--- config.mk ---
export PLATFORM = sky130hd
export DESIGN_NAME = gpio_irq_arbiter
export DESIGN_NICKNAME = d
export VERILOG_FILES = /design/src/rtl/gpio_irq_arbiter.sv
export SDC_FILE = /design/constraint.sdc
export NUM_CORES = 1
export LEC_CHECK = 0
export BUFFER_PORTS_ARGS = -buffer_cell sky130_fd_sc_hd__clkbuf_2
export CAP_MARGIN = 20
export CORE_UTILIZATION = 40
export DETAILED_ROUTE_END_ITERATION = 10
export GPL_TIMING_DRIVEN = 0
export SLEW_MARGIN = 20
export SYNTH_ARGS = -nofsm -noshare
export SYNTH_HDL_FRONTEND = slang
export SYNTH_SLANG_ARGS = --single-unit
--- constraint.sdc ---
create_clock -name clk -period 5.9 [get_ports clk]
set_clock_uncertainty 0.05 [all_clocks]
set_input_delay 0.59 -clock clk [delete_from_list [all_inputs] [get_ports clk]]
set_output_delay 0.59 -clock clk [all_outputs]
set_load 0.1 [all_outputs]
--- src/rtl/gpio_irq_arbiter.sv ---
`default_nettype none
// ---------------------------------------------------------------------------
// gpio_irq_arbiter : round-robin arbiter that presents one GPIO interrupt at a
//                    time to the CPU and pulses the matching clear line.
// Revision 1.0
// ---------------------------------------------------------------------------
module gpio_irq_arbiter #(
    parameter int PIN_COUNT  = 32,
    parameter int CLEAR_WAIT = 2,
    localparam int VEC_W     = $clog2(PIN_COUNT)
) (
    input  logic                 clk,
    input  logic                 rst,
    input  logic [PIN_COUNT-1:0] int_status,
    input  logic [PIN_COUNT-1:0] int_mask,
    output logic [PIN_COUNT-1:0] int_clear,
    output logic                 irq_valid,
    output logic [VEC_W-1:0]     irq_vector,
    input  logic                 irq_ack,
    output logic                 irq_pending,
    output logic                 busy
);

    localparam int SUM_W = VEC_W + 1;
    localparam logic [SUM_W-1:0] c_PIN_SUM = SUM_W'(PIN_COUNT);
    localparam logic [VEC_W-1:0] c_LAST    = VEC_W'(PIN_COUNT - 1);
    localparam logic [VEC_W-1:0] c_ONE     = VEC_W'(1);
    localparam logic [3:0]       c_WAIT    = 4'(CLEAR_WAIT);

    typedef enum logic [1:0] {
        S_IDLE  = 2'd0,
        S_GRANT = 2'd1,
        S_CLEAR = 2'd2,
        S_WAIT  = 2'd3
    } state_t;

    state_t               r_state;
    state_t               w_next_state;
    logic [VEC_W-1:0]     r_vector;
    logic [VEC_W-1:0]     r_rr_ptr;
    logic [3:0]           r_cnt;
    logic [PIN_COUNT-1:0] w_req;
    logic                 w_found;
    logic [VEC_W-1:0]     w_pick;
    logic [SUM_W-1:0]     w_sum;

    assign w_req       = int_status & int_mask;
    assign irq_pending = |w_req;
    assign irq_valid   = (r_state == S_GRANT);
    assign busy        = (r_state != S_IDLE);
    assign irq_vector  = r_vector;

    // Upward search from r_rr_ptr; the sum is folded back so non-power-of-two
    // pin counts wrap correctly.
    always_comb begin
        w_found = 1'b0;
        w_pick  = '0;
        w_sum   = '0;
        for (int i = 0; i < PIN_COUNT; i++) begin
            w_sum = {1'b0, r_rr_ptr} + SUM_W'(i);
            if (w_sum >= c_PIN_SUM) begin
                w_sum = w_sum - c_PIN_SUM;
            end
            if (!w_found && w_req[w_sum[VEC_W-1:0]]) begin
                w_found = 1'b1;
                w_pick  = w_sum[VEC_W-1:0];
            end
        end
    end

    always_comb begin
        w_next_state = r_state;
        case (r_state)
            S_IDLE:  if (w_found) w_next_state = S_GRANT;
            S_GRANT: begin
                if (irq_ack) begin
                    w_next_state = S_CLEAR;
                end else if (!w_req[r_vector]) begin
                    w_next_state = S_IDLE;
                end
            end
            S_CLEAR: w_next_state = S_WAIT;
            S_WAIT:  if (r_cnt <= 4'd1) w_next_state = S_IDLE;
            default: w_next_state = S_IDLE;
        endcase
    end

    always_comb begin
        int_clear = '0;
        if (r_state == S_CLEAR) begin
            int_clear[r_vector] = 1'b1;
        end
    end

    always_ff @(posedge clk or posedge rst) begin
        if (rst) begin
            r_state  <= S_IDLE;
            r_vector <= '0;
            r_rr_ptr <= '0;
            r_cnt    <= '0;
        end else begin
            r_state <= w_next_state;
            case (r_state)
                S_IDLE: if (w_found) r_vector <= w_pick;
                S_CLEAR: begin
                    r_rr_ptr <= (r_vector == c_LAST) ? '0 : r_vector + c_ONE;
                    r_cnt    <= c_WAIT;
                end
                S_WAIT: if (r_cnt != 4'd0) r_cnt <= r_cnt - 4'd1;
                default: ;
            endcase
        end
    end

endmodule
`default_nettype wire

**Word-level counts from Yosys, hierarchy flattened**

Cells that the tools add are included.

- Bits in registers: 16
- Input port bits: 67
- Output and inout bits: 40
- Logic and storage cells: 389

- Add/subtract/negate cells: 65
- $lt $le $gt $ge: 67
- Eq/ne operators: 8
- Muxes and demuxes: 173
- Bitwise gates (word level): 1
- Reduce and logical (&&, ||, !) cells: 71

Operator list:

| cell | number |
|---|---|
| $mux W5 | 65 |
| $lt A5 B6 Y1 const B | 33 |
| $ge A6 B6 Y1 const B | 31 |
| $bmux W1 S5 | 33 |
| $sub A5 B1 Y5 const B | 32 |
| $add A5 B5 Y6 const B | 16 |
| $mux W1 | 66 |
| $add A5 B4 Y6 const B | 8 |
| $and A32 B32 Y32 | 1 |
| $logic_and A1 B1 Y1 | 32 |
| $mux W32 | 1 |
| $reduce_or A32 Y1 | 1 |
| $logic_not A1 Y1 | 31 |
| $add A5 B3 Y6 const B | 4 |
| $add A5 B2 Y6 const B | 2 |
| $mux W2 | 4 |
| $pmux W2 S4 | 1 |
| $pmux W4 S2 | 1 |
| $add A5 B1 Y6 const B | 1 |
| $ge A5 B6 Y1 const B | 1 |
| $ne A2 B2 Y1 const B | 3 |
| $add A5 B1 Y5 const B | 1 |
| $demux W1 S5 | 1 |
| $eq A5 B5 Y1 const B | 1 |
| other kinds (12) | 15 |

**Longest topological paths before layout**

- Word-level depth: 100
- Gate-level depth with buffers: 21
- Mapped depth without buffers: 15

**Worst setup path before layout**

No wires, ideal clock.

- Path kind: flip-flop to flip-flop
- Start: register r_rr_ptr[1]
- End: register r_vector[0], in the netlist irq_vector[0]
- Library setup time: 0.121 ns
- Arrival: 5.454 ns
- Required time: 5.729 ns
- Setup slack: 0.275 ns
- Stages on the path, launching flop included: 20
- Path buffers: 6
- Period minus slack after synthesis: 5.625 ns
- Cells stage by stage: dfrtp_1 buf_2 inv_1 clkbuf_1 clkbuf_1 ha_1 buf_2 inv_2 clkbuf_1 mux4_2 mux4_2 nand2b_1 nand2b_1 buf_2 nor3_4 nand2_2 or3_1 nand2_1 a41oi_1 a22o_1

- Word-level cells in the longest chain between the ends: 99
- Elaborated cells between the ends (all ways): 318
- Those cells by class: add/sub: 63; order compare: 32; mux: 160; reduce/logical: 63

RTL lines:

| element | line | text |
|---|---|---|
| start: declaration | 40 | `logic [VEC_W-1:0] r_rr_ptr;` |
| start signal: assignment | 106 | `r_rr_ptr <= (r_vector == c_LAST) ? '0 : r_vector + c_ONE;` |
| parallel branches: the longest is 99 deep, another holds $add A5 B1 Y6 | - |  |
| end signal: assignment | 104 | `S_IDLE: if (w_found) r_vector <= w_pick;` |
| end: declaration | 39 | `logic [VEC_W-1:0] r_vector;` |

Parallel ways; which one is timed is not known. The select of a mux whose other input is x is not followed.
A chain may end at the register's enable or synchronous reset.

==> results.md <==
* Status: finished, final reports clean
* R2R Path Start: r_rr_ptr[1]$_DFFE_PP0P_
* Clk pin slew, worst setup/hold paths at about 0.050 ns
* Yosys reg bits at 16
* Detailed Place HPWL at between 30000 and 40000 um
* Capture point of the worst reg-to-reg path: irq_vector[0]$_DFFE_PP0P_
* Post-synth top cells: nand2_1 (123), nor2_1 (113), o21ai_0 (70)
* Area post-placement at slightly above 0.008 sq mm
* Synth area leader: mux4_2
* Max-capacitance violation count at 0
* Max Fclk at roughly 170 MHz
* Ant. Diodes at 0
* R2R depth at 18
* Drt total wl at about 38000 um
* Final setup viols at 0
* Final Cycle Share at 98.6%
* Die Ht at around 140 um
* Crit Path Class: reg -> out
* Nets at about 1.2k
* Largest net degree at the start of global routing at 25
* Ports at 107
* Synth Cell Area at between 0.007 and 0.008 sq mm
* Die area at approximately 0.019 sq mm
* Top cells by area, synth: mux4_2 (16%), nand2_1 (6.2%), nor2_1 (5.7%)
* Root Driver: clkbuf_16
* Num CTS Buffers at 3
* Routed vias at about 10k
* First-pass GRT wire length at approximately 57000 um
* Most frequent cell after synthesis: nand2_1
* Critical Path Max Stage Delay at 0.55 ns
* Post-DR vias/cell at ~7
* Critical path peak fanout at 13
* Slew @ Worst Pin at 1.04 ns
* Area of the core at around 0.018 sq mm
* Grt ovf at 0
* Tot GR Track Use at just under 40%
* Ys async rst share at 100%
* Max-Slew Margin vs Limit at between 20% and 30%
* Minimum clock period at about 5.8 ns
* P&R area growth vs syn at 14.6%
* Die W at about 140 um
* Slowest CP cell: mux4_2
* Yosys cell types at about 80
* DRT iter0 DRCs at 1217
* Critical path's top delay family: buffers and inverters
* Min-delay worst type: in -> async
* Initial antenna violation count at 0
* Post-CTS Hold Fix Bufs at 0
* Pins Over Slew Limit at 0
* Post-DR wirelength/cell at 27.5 um
* CP Data Required Time at approximately 5.3 ns
* CTS max path bufs at 2
* Syn avg cell area at just over 7 sq um
* # DRC at 0
* Vias in the first global route at between 8k and 9k
* Sink Count at 16
* Post-route cell area at about 0.0085 sq mm
* Crit start category: flip-flop
* DR pass1 iterations at 6
* Hold WS at about 0.35 ns
* Bufs and invs on worst path at 8
* Later-pin clock latency in the skew report at roughly 0.24 ns
* Layout cell share with drive strength beyond 1 at 22.5%
* CTS tree: built
* Syn. warnings at 0
* Std-Cell Rows at between 40 and 50
* Final ANT Viol Nets at 0
* H-Tree Depth at 1
* CP Cell Sequence: buf_2 > inv_1 > clkbuf_4 > clkbuf_8 > ha_2 > buf_2 > inv_4 > buf_2 > o2111ai_1 > and4_1 > mux4_2 > a211oi_1 > and4bb_2 > and4_4 > nand2_2 > or3_1 > clkbuf_8
* FF-to-FF setup slack at roughly 0.11 ns
* CP arrival at slightly above 5 ns
* Synth Flop Type: dfrtp_1
* Sequential area share after synthesis at under 10%
* Endpoints failing hold at 0
* Top cell type's share of synthesized area at 15.8%
* Mapped Cells at just over 1k
* Worst setup EP type: output pin
* IO buf count at 106
* Initial Util at between 40 and 50%
* Cell mode on critical path: buf_2
* RD Place Congestion at between 1 and 1.5
* Post-synth EDFFs at 0
* Syn Nets at between 1k and 1.5k
flip-flops by register name, summed over array words and instances, names as in the netlist, named ones only:
signal / cells
irq_vector: 5
r_cnt: 4
r_rr_ptr: 5
r_state: 1
through the flow:
| stage | setup TNS (ns) | std cells | util (%) | setup slack (ns) |
|---|---|---|---|---|
| floorplan | 0 | 1025 | - | 0.275 |
| global placement | -5.20 | 1360 | 45.6 | -1.01 |
| detailed placement | -4.72 | 1361 | 45.7 | -0.961 |
| CTS | 0 | 1363 | 46.5 | 0.0487 |
| global route | -0.000610 | 1373 | 47.1 | -0.000610 |
| finish | 0 | 1373 | 47.1 | 0.0821 |
placed cells by master (no fill, tap or decap), types with 25 or more instances in the layout:
cell type / Yosys / final
mux2i_1: 25 / 25
nand2_1: 123 / 123
o21ai_0: 70 / 70
clkbuf_2: 0 / 109
xnor2_1: 31 / 28
o21a_1: 29 / 29
nand3_1: 51 / 51
nand4_1: 25 / 25
nor2_1: 113 / 113
mux4_2: 52 / 52
o2111ai_1: 40 / 40
nor3_1: 28 / 28
a21oi_1: 56 / 56
cell families (layout without fill, tap and decap cells):
group	Yosys count	after routing	share of synthesized area (%)
muxes	85	85	20.4
adders and majority gates	20	20	3.37
AOI/OAI and AO/OA	333	333	30.4
xor gates and xnor gates	38	38	4.78
buffers and inverters	85	204	5.58
and+or+nand+nor	448	448	30.1
DFF	16	16	5.39
worst max-delay path by stage:
| stage | endpoint | cells past startpoint | slack, ns | from |
|---|---|---|---|---|
| 2_1_floorplan | irq_vector[0]$_DFFE_PP0P_ | 19 | 0.28 | r_rr_ptr[1]$_DFFE_PP0P_ |
| 3_3_place_gp | irq_pending | 16 | -1.01 | r_rr_ptr[1]$_DFFE_PP0P_ |
| 3_5_place_dp | irq_pending | 16 | -0.96 | r_rr_ptr[1]$_DFFE_PP0P_ |
| 4_1_cts | irq_pending | 16 | 0.05 | r_rr_ptr[1]$_DFFE_PP0P_ |
| 5_1_grt | irq_pending | 16 | -0.0006 | r_rr_ptr[1]$_DFFE_PP0P_ |
| 6_report | irq_pending | 17 | 0.08 | r_rr_ptr[1]$_DFFE_PP0P_ |
routing by layer:
metal / vias up / track usage [%] / wire length [um]
met1: 4619 / 51.8 / 15000
met4: 0 / 22.9 / 2630
met5: - / 0 / 0
li1: 4242 / - / -
met2: 740 / 59.6 / 16100
met3: 157 / 5.33 / 4000
timing repair:
action,in CTS,in global routing
buffers inserted,0,10
gates resized for setup,18,13
pin swaps,0,5
setup endpoints to repair,7,4
cell type report:
cell class	count	area, sq um
multi-input combinational	924	6670
timing repair buffer	117	626
fill	1859	9580
tap	229	287
buffer	64	368
sequential	16	400
clock buffer	3	75.1
inverter	20	81.3
Power is not shown: default switching activity piles up to over one toggle a cycle in this logic, so the estimate is an artifact.
